`src/rtl/wac_adc_pkg.sv`:
```
// Shared definitions for the AD7476-style SPI ADC driver.
package wac_adc_pkg;

  localparam int unsigned FRAME_BITS_DFLT = 16;
  localparam int unsigned DATA_BITS_DFLT  = 12;
  localparam int unsigned LEAD_BITS       = FRAME_BITS_DFLT - DATA_BITS_DFLT;

  typedef enum logic [2:0] {
    StIdle,
    StCsSetup,
    StShift,
    StDone,
    StQuiet
  } adcState_t;

endpackage

```
`src/rtl/wac_sclk_gen.sv`:
```
// SCLK divider for the ADC frame. Counters describe the current SHIFT cycle; the
// outputs tell the owner what SCLK does next and when to sample or end the frame.
module wac_sclk_gen #(
  parameter int unsigned CLK_DIV    = 2,
  parameter int unsigned FRAME_BITS = 16
) (
  input  logic clk,
  input  logic rst,
  input  logic en,
  output logic sclkNext,
  output logic sampleStb,
  output logic frameEnd
);

  localparam int unsigned DivW = $clog2(CLK_DIV + 1);
  localparam int unsigned BitW = $clog2(FRAME_BITS + 1);

  logic [DivW-1:0] divCnt;
  logic            phaseHigh;
  logic [BitW-1:0] bitCnt;
  logic            divLast;

  assign divLast = (divCnt == DivW'(CLK_DIV - 1));

  // Half-period and bit counters; held at the start of a low phase while disabled.
  always_ff @(posedge clk) begin
    if (rst || !en) begin
      divCnt    <= '0;
      phaseHigh <= 1'b0;
      bitCnt    <= '0;
    end else if (divLast) begin
      divCnt    <= '0;
      phaseHigh <= !phaseHigh;
      if (phaseHigh) bitCnt <= bitCnt + 1'b1;
    end else begin
      divCnt <= divCnt + 1'b1;
    end
  end

  // Level for the next cycle, sample point at the end of low phase, frame end at last high.
  always_comb begin
    sclkNext  = divLast ? !phaseHigh : phaseHigh;
    sampleStb = en && !phaseHigh && divLast;
    frameEnd  = en && phaseHigh && divLast && (bitCnt == BitW'(FRAME_BITS - 1));
  end

endmodule

```
`src/rtl/wac_adc_spi.sv`:
```
// Serial driver for the 12-bit SPI ADC: single-shot or continuous conversions,
// registered SPI pins, result register with a one-cycle ready strobe.
module wac_adc_spi
  import wac_adc_pkg::*;
#(
  parameter int unsigned CLK_DIV      = 2,
  parameter int unsigned QUIET_CYCLES = 8,
  parameter int unsigned FRAME_BITS   = FRAME_BITS_DFLT,
  parameter int unsigned DATA_BITS    = DATA_BITS_DFLT
) (
  input  logic                 clk,
  input  logic                 rst,
  input  logic                 controlEn,
  input  logic                 modeAdc,
  input  logic                 adcSdata,
  output logic                 adcCs,
  output logic                 adcSclk,
  output logic [DATA_BITS-1:0] datoAdc,
  output logic                 readyAdc,
  output logic                 adcBusy,
  output logic                 leadErr
);

  localparam int unsigned LeadBits = FRAME_BITS - DATA_BITS;
  localparam int unsigned CntMax   = (CLK_DIV > QUIET_CYCLES) ? CLK_DIV : QUIET_CYCLES;
  localparam int unsigned CntW     = $clog2(CntMax + 1);

  adcState_t             state;
  logic [CntW-1:0]       cnt;
  logic [FRAME_BITS-1:0] shiftReg;
  logic                  sclkNext;
  logic                  sampleStb;
  logic                  frameEnd;

  wac_sclk_gen #(
    .CLK_DIV   (CLK_DIV),
    .FRAME_BITS(FRAME_BITS)
  ) u_sclk_gen (
    .clk      (clk),
    .rst      (rst),
    .en       (state == StShift),
    .sclkNext (sclkNext),
    .sampleStb(sampleStb),
    .frameEnd (frameEnd)
  );

  // Frame sequencer; every pin is written on the transition so outputs stay registered.
  always_ff @(posedge clk) begin
    if (rst) begin
      state    <= StIdle;
      cnt      <= '0;
      shiftReg <= '0;
      adcCs    <= 1'b1;
      adcSclk  <= 1'b1;
      datoAdc  <= '0;
      readyAdc <= 1'b0;
      adcBusy  <= 1'b0;
      leadErr  <= 1'b0;
    end else begin
      readyAdc <= 1'b0;
      unique case (state)
        StIdle: begin
          if (controlEn) begin
            state   <= StCsSetup;
            cnt     <= '0;
            adcCs   <= 1'b0;
            adcBusy <= 1'b1;
          end
        end
        StCsSetup: begin
          if (cnt == CntW'(CLK_DIV - 1)) begin
            state   <= StShift;
            cnt     <= '0;
            adcSclk <= 1'b0;
          end else begin
            cnt <= cnt + 1'b1;
          end
        end
        StShift: begin
          adcSclk <= sclkNext;
          if (sampleStb) shiftReg <= {shiftReg[FRAME_BITS-2:0], adcSdata};
          if (frameEnd) begin
            state    <= StDone;
            adcCs    <= 1'b1;
            adcSclk  <= 1'b1;
            readyAdc <= 1'b1;
            datoAdc  <= shiftReg[DATA_BITS-1:0];
            if (|shiftReg[FRAME_BITS-1 -: LeadBits]) leadErr <= 1'b1;
          end
        end
        StDone: begin
          state <= StQuiet;
          cnt   <= '0;
        end
        StQuiet: begin
          if (cnt == CntW'(QUIET_CYCLES - 1)) begin
            cnt <= '0;
            // Mode is only looked at here, so a drop mid-frame still finishes that frame.
            if (modeAdc) begin
              state <= StCsSetup;
              adcCs <= 1'b0;
            end else begin
              state   <= StIdle;
              adcBusy <= 1'b0;
            end
          end else begin
            cnt <= cnt + 1'b1;
          end
        end
        default: state <= StIdle;
      endcase
    end
  end

endmodule

```
`config.mk`:
```
export PLATFORM = sky130hd
export DESIGN_NAME = wac_adc_spi
export DESIGN_NICKNAME = d
export VERILOG_FILES = /design/src/rtl/wac_adc_pkg.sv /design/src/rtl/wac_sclk_gen.sv /design/src/rtl/wac_adc_spi.sv
export SDC_FILE = /design/constraint.sdc
export NUM_CORES = 1
export LEC_CHECK = 0
export ABC_CLOCK_PERIOD_IN_PS = 3100
export CAP_MARGIN = 20
export CORE_UTILIZATION = 59
export CTS_CLUSTER_DIAMETER = 100
export DETAILED_ROUTE_END_ITERATION = 8
export HOLD_SLACK_MARGIN = 0.06
export PLACE_DENSITY = 0.83
export SLEW_MARGIN = 0
export SYNTH_ARGS = -nofsm -noshare
export SYNTH_HDL_FRONTEND = slang
export SYNTH_SLANG_ARGS = --single-unit
```
`constraint.sdc`:
```
create_clock -name clk -period 3.1 [get_ports clk]
set_input_delay 0.62 -clock clk [delete_from_list [all_inputs] [get_ports clk]]
set_output_delay 0.62 -clock clk [all_outputs]
set_load 0.01 [all_outputs]
```
==> metrics.txt, run 1 <==
register-to-register setup slack=1090 ps; Routed wire per std cell=12.0 um; post-detailed-route count of antenna-violating nets=0; Layout area overhead=14.6%; proportion of register bits with asynchronous set or reset after synthesis=0%; sequential fraction of the synthesis area=49.1%; IO Count=22; Max Freq=0.496 GHz; # diodes=0; fraction of post-synthesis cell area in the top cell type by area=49.1%; total global-route track usage=22.5%; CTS H-tree lvls=2; CTS hold repair buffers=0; total of max-cap violations=0; kind of launch point of the worst setup path=register; Power Density=575 mW/mm2; global-route wire length before repair=5.88 mm; total gr overflow=0; final cycle utilization of the critical path=65.0%; run status=finished, final reports clean; RSZ-0062 raised after global routing=no; warning count from the yosys run=0; ratio of cells with drive above 1 in the final layout=6.30%; TritonCTS clock tree=done; width of the die=59.6 um; maximum number of pins on one net before global-route repair=41; via count of the first global-routing pass=1358; Synth Register Bits=48; worst endpoint data arrival time=2320 ps; number of enable-type register cells in the synthesized netlist=0; crit path kind=reg -> reg; post-route non-filler standard cell count=282; total vias in the final route=1481; Slew @ Worst Pin=641 ps; area of the core=0.00310 mm2; post-synthesis instance area=0.00196 mm2; Syn Inst Count=220; total iterations of the first detailed-routing run=4; net count after synthesis=231; maximum fanout along the worst path=16; clock transition at the registers of the reported paths=140 ps; number of failing hold endpoints at the final stage=0; number of DRC violations after detailed routing=0; PostCTS Resize Cnt=0; Post-Synthesis Mean Instance Area=8.90 um2; nets=248; highest ir drop seen on vdd=347 uV; worst hold slack=444 ps; quantity of I/O buffers inserted on ports=21; Leakage=0.000765 uW; most common flop cell mapped by yosys=dfxtp_1; maximum clock insertion buffer count=2; critical path data required time=3410 ps; clk_lat worst skew=370 ps; area of the die=0.00355 mm2; Min-Delay Path Class=reg -> reg; largest area contributor in the netlist=dfxtp_1; kind of end point of the critical path=register; library cell used as clock root buffer=clkbuf_4; last weighted congestion value of the routability-driven placer=0.799; number of pins exceeding their max-slew limit in the final report=0; Initial Util=63.1%; final clock skew=14.4 ps; Post-DP HPWL=2.14 mm; top area cells in the synthesized netlist=dfxtp_1 49%, nand2_1 7.3%, mux2i_1 7.2%; total number of placement rows=20; Clock Sinks=48; relative max-transition margin=57.1%; Netlist cell types=39; crit path time final=2010 ps; Iteration-0 DRC Markers=70; overall die height=59.6 um; ratio of routed vias to standard cells=5.25; initial antenna violation count=0; Detailed Route WL=3.38 mm; Inserted Clock Buffers=5; number of endpoints failing setup at the final stage=0; number of setup buffers added after CTS=0; setup tns final=0 ps; Post-Place Cells=274
-- worst paths after layout --
kind	startpoint	endpoint	cells past startpoint
max	state[1]$_SDFFE_PP0P_	shiftReg[7]$_SDFFE_PP0P_	4
min	u_sclk_gen.divCnt[0]$_SDFF_PP0_	u_sclk_gen.divCnt[0]$_SDFF_PP0_	1
max reg2reg	state[1]$_SDFFE_PP0P_	shiftReg[7]$_SDFFE_PP0P_	4
min reg2reg	u_sclk_gen.divCnt[0]$_SDFF_PP0_	u_sclk_gen.divCnt[0]$_SDFF_PP0_	1
-- final cells by class --
type                    count  area, um2
inverters                   5       18.8
fillers                   259        860
multi-input cells         155        925
repair buffers             22        218
well taps                  44       55.1
clock buffers               6       51.3
flip-flops and latches     48        961
clock inverters             2       15.0
-- through the flow --
stage                     worst slack, ps  cell area (um2)  util, %  total power [uW]
after CTS                            1060             2240     72.3              1300
final                                1090             2240     72.3              1290
after global placement               1140             2180     70.2               992
after global routing                  890             2240     72.3              1370
after floorplan                      1410             1960        -               920
after detailed placement             1100             2180     70.2               993
-- sequential cells by signal, indices dropped and copies added (netlist names) --
signal	count
shiftReg	16
datoAdc	12
u_sclk_gen.bitCnt	5
cnt	4
state	3
u_sclk_gen.divCnt	2
adcBusy	1
adcCs	1
adcSclk	1
leadErr	1
readyAdc	1
u_sclk_gen.phaseHigh	1
-- cells in the mapped netlist (2+ instances only) --
library cell / number
a211oi_1: 4
nand3_1: 5
nor3_1: 5
mux2i_1: 14
dfxtp_1: 48
nand2b_1: 5
ha_1: 6
or2_2: 2
a21oi_1: 23
nand3b_1: 2
inv_1: 5
nor2b_1: 2
xor2_1: 2
nor3b_1: 2
nand2_1: 38
buf_4: 2
clkbuf_1: 9
nor2_1: 25
-- cells in the final DEF (no fill, tap or decap), types with 2 or more instances in the layout --
master           netlist  final
dfxtp_1               48     48
nand2_1               38     38
nor2_1                25     25
a21oi_1               23     23
clkdlybuf4s50_1        0     21
mux2i_1               14     14
ha_1                   6      6
inv_1                  5      5
nand2b_1               5      5
nor3_1                 5      5
nand3_1                5      5
clkbuf_4               0      5
a211oi_1               4      4
nor3b_1                2      2
xor2_1                 2      2
nand3b_1               2      2
or2_2                  2      2
nor2b_1                2      2
clkinvlp_4             0      2
-- cells by family after synthesis --
kind of cell / after synthesis / synth area share, %
muxes: 14 / 7.16
xor gates and xnor gates: 3 / 1.34
adders and majority gates: 6 / 3.83
DFF: 48 / 49.1
and+or+nand+nor: 96 / 23.8
buffers and inverters: 17 / 3.71
AOI/OAI and AO/OA: 36 / 11.1
-- critical path, cell delays in order, from the launching register on --
cell,delay (ps)
dfxtp_1,580
or3b_4,470
nor3b_4,580
nand2_1,150
a21oi_1,170
-- metal layers --
layer | up-vias | GRT usage (%) | wire, um
met3 | 8 | 4.59 | 123
met1 | 675 | 29.1 | 1680
li1 | 776 | - | -
met4 | 0 | 11.0 | 57
met2 | 22 | 35.6 | 1530
met5 | - | 0 | 0
-- report_power, final --
group,internal (uW),switching (uW),total (uW),leakage [uW]
Combinational,133,130,263,0.000346
Sequential,655,59.2,714,0.000388
Clock,110,202,312,0.0000305
Total,899,391,1290,0.000765
Note: power is estimated with default switching activity, not from simulation.
==> run 2: changes to the inputs <==
- ABC_CLOCK_PERIOD_IN_PS: 3100 -> 1750
- CORE_UTILIZATION: 59 -> 49
- PLACE_DENSITY: 0.83 -> 0.74
- clock period: 3.1 -> 1.75 ns (I/O delays scaled with it)
==> metrics.txt, run 2 (synthesis results as in run 1) <==
run status=finished, final reports clean; area taken by flip-flops and latches=963 um2 (+0.26%); highest-count cells in the layout ignoring fill and taps=46 x dfxtp_1, 38 x nand2_1, 25 x nor2_1; Initial Util=52.3% (-11 points); CTS H-tree lvls=2 (unchanged); total iterations of the first detailed-routing run=4 (unchanged); # diodes=0 (unchanged); number of endpoints failing setup at the final stage=0 (unchanged); IO Count=22 (unchanged); Leakage=0.000869 uW (+14%); clk_lat worst skew=300 ps (-70 ps); area of the die=0.00425 mm2 (+20%); Routed wire per std cell=11.9 um (-0.89%); final cycle utilization of the critical path=95.1% (+30 points); Power Density=1080 mW/mm2 (+88%); Clock Sinks=48 (unchanged); relative max-transition margin=77.7% (+21 points); crit path time final=1660 ps (-350 ps); register-to-register setup slack=90 ps (-1000 ps); last weighted congestion value of the routability-driven placer=0.800 (+0.13%); hold path start=u_sclk_gen.divCnt[0]$_SDFF_PP0_; post-detailed-route count of antenna-violating nets=0 (unchanged); number of flip-flops in the largest register=16 (unchanged); clock transition at the registers of the reported paths=80 ps (-60 ps); worst endpoint data arrival time=1850 ps (-470 ps); overall die height=65.2 um (+9.4%); Detailed Route WL=3.56 mm (+5.1%); cell depth of the worst flop-to-flop path=8 (+4); Worst Setup Slack, final=85.4 ps (-1000 ps); width of the die=65.2 um (+9.4%); Inserted Clock Buffers=5 (unchanged); final clock skew=6.92 ps (-7.49 ps); total vias in the final route=1559 (+5.3%); via count of the first global-routing pass=1415 (+4.2%); kind of launch point of the worst setup path=register; biggest regs=shiftReg: 16 flops, datoAdc: 12 flops, u_sclk_gen.bitCnt: 5 flops; endpoint of the lowest-slack register-to-register path=datoAdc[4]$_SDFFE_PP0P_; Iteration-0 DRC Markers=49 (-30%); met3 usage=4.86% (+0.28 points); ratio of cells with drive above 1 in the final layout=12.7% (+6.4 points); area of the core=0.00374 mm2 (+21%); Post-DP HPWL=2.36 mm (+10%); total of max-cap violations=0 (unchanged); number of pins exceeding their max-slew limit in the final report=0 (unchanged); nets=261 (+5.2%); setup tns final=0 ps (unchanged); crit path kind=reg -> reg; end point of the worst hold path=u_sclk_gen.divCnt[0]$_SDFF_PP0_; maximum fanout along the worst path=8 (-8); total global-route track usage=18.6% (-3.9 points); commonest non-fill, non-tap cell in the layout=dfxtp_1; most used routing layer in global routing=met2; total gr overflow=0 (unchanged); Filler cells=312 (+20%); critical path data required time=1930 ps (-1480 ps); worst hold slack=446 ps (+1.95 ps); register bank with the most flops=shiftReg; total number of placement rows=22 (+10%); Max Freq=0.601 GHz (+21%); number of DRC violations after detailed routing=0 (unchanged); maximum clock insertion buffer count=2 (unchanged); ratio of routed vias to standard cells=5.21 (-0.72%); quantity of I/O buffers inserted on ports=21 (unchanged); kind of end point of the critical path=register; multi-input logic area=941 um2 (+1.8%); worst hold path depth=1 (unchanged); number of failing hold endpoints at the final stage=0 (unchanged); library cell used as clock root buffer=clkbuf_8; worst setup slack after placement=-14.4 ps (-1110 ps); Min-Delay Path Class=reg -> reg; TritonCTS clock tree=done; start of the worst register-to-register path=u_sclk_gen.bitCnt[1]$_SDFFE_PP0P_; maximum number of pins on one net before global-route repair=32 (-22%); met1 routing resource usage after global routing=23.7% (-5.4 points); highest ir drop seen on vdd=645 uV (+86%); Layout area overhead=24.2%; Slew @ Worst Pin=334 ps (-307 ps); met2 usage in global routing=29.8% (-5.9 points); initial antenna violation count=0 (unchanged); global-route wire length before repair=6.14 mm (+4.5%)
run 2: changes by cell type in the layout (fill, tap and decap cells not counted), moves of 2 or more:
| cell | change |
|---|---|
| buf_4 | +11 |
| buf_12 | +2 |
| clkinvlp_4 | -2 |
| clkbuf_4 | -5 |
| dfxtp_2 | +2 |
| clkbuf_8 | +4 |
| dfxtp_1 | -2 |
run 2: layout make-up:
type	instances	area share (%)
timing repair buffer	35	14.0
multi-input combinational	155	38.7
clock inverter	2	1.44
sequential	48	39.6
tap	48	2.47
clock buffer	6	2.99
inverter	5	0.772
run 2: worst max-delay path by stage:
| stage | end | startpoint |
|---|---|---|
| floorplan | datoAdc[0]$_SDFFE_PP0P_ | u_sclk_gen.bitCnt[0]$_SDFFE_PP0P_ |
| global placement | datoAdc[10]$_SDFFE_PP0P_ | u_sclk_gen.bitCnt[1]$_SDFFE_PP0P_ |
| detailed placement | cnt[3]$_SDFFE_PP0P_ | controlEn |
| CTS | datoAdc[4]$_SDFFE_PP0P_ | u_sclk_gen.bitCnt[1]$_SDFFE_PP0P_ |
| global route | datoAdc[5]$_SDFFE_PP0P_ | u_sclk_gen.bitCnt[0]$_SDFFE_PP0P_ |
| finish | datoAdc[4]$_SDFFE_PP0P_ | u_sclk_gen.bitCnt[1]$_SDFFE_PP0P_ |
run 2: worst max-delay path, cell delays in order (launching register included):
cell and delay, ps:
dfxtp_2 340, ha_1 150, and3_1 170, ha_1 170, nand3_2 120, nor2_4 200, buf_12 150, mux2i_1 200
nor2_1 50
run 2: stage by stage:
step | utilization, % | power (uW) | cell area [um2] | instances
final | 64.9 | 2630 | 2430 | 299
after detailed placement | 61.4 | 1860 | 2300 | 290
after CTS | 64.2 | 2630 | 2400 | 298
after global placement | 61.4 | 1850 | 2300 | 290
after floorplan | - | 1630 | 1960 | 220
after global routing | 64.9 | 2760 | 2430 | 299
run 2: repair_timing:
action | CTS | global route
hold buffers | 0 | 0
gates resized for setup | 0 | 5
setup endpoints to repair | 0 | 15
buffers inserted | 0 | 1
run 2: power breakdown:
group	internal, uW	switching (uW)
Sequential	1160	78.4
Combinational	317	302
Clock	424	345
Total	1900	725
run 2: layer usage:
| metal | wire (um) | vias to the layer above |
|---|---|---|
| met1 | 1730 | 722 |
| met5 | 0 | - |
| met3 | 140 | 8 |
| li1 | - | 805 |
| met2 | 1630 | 24 |
| met4 | 60 | 0 |
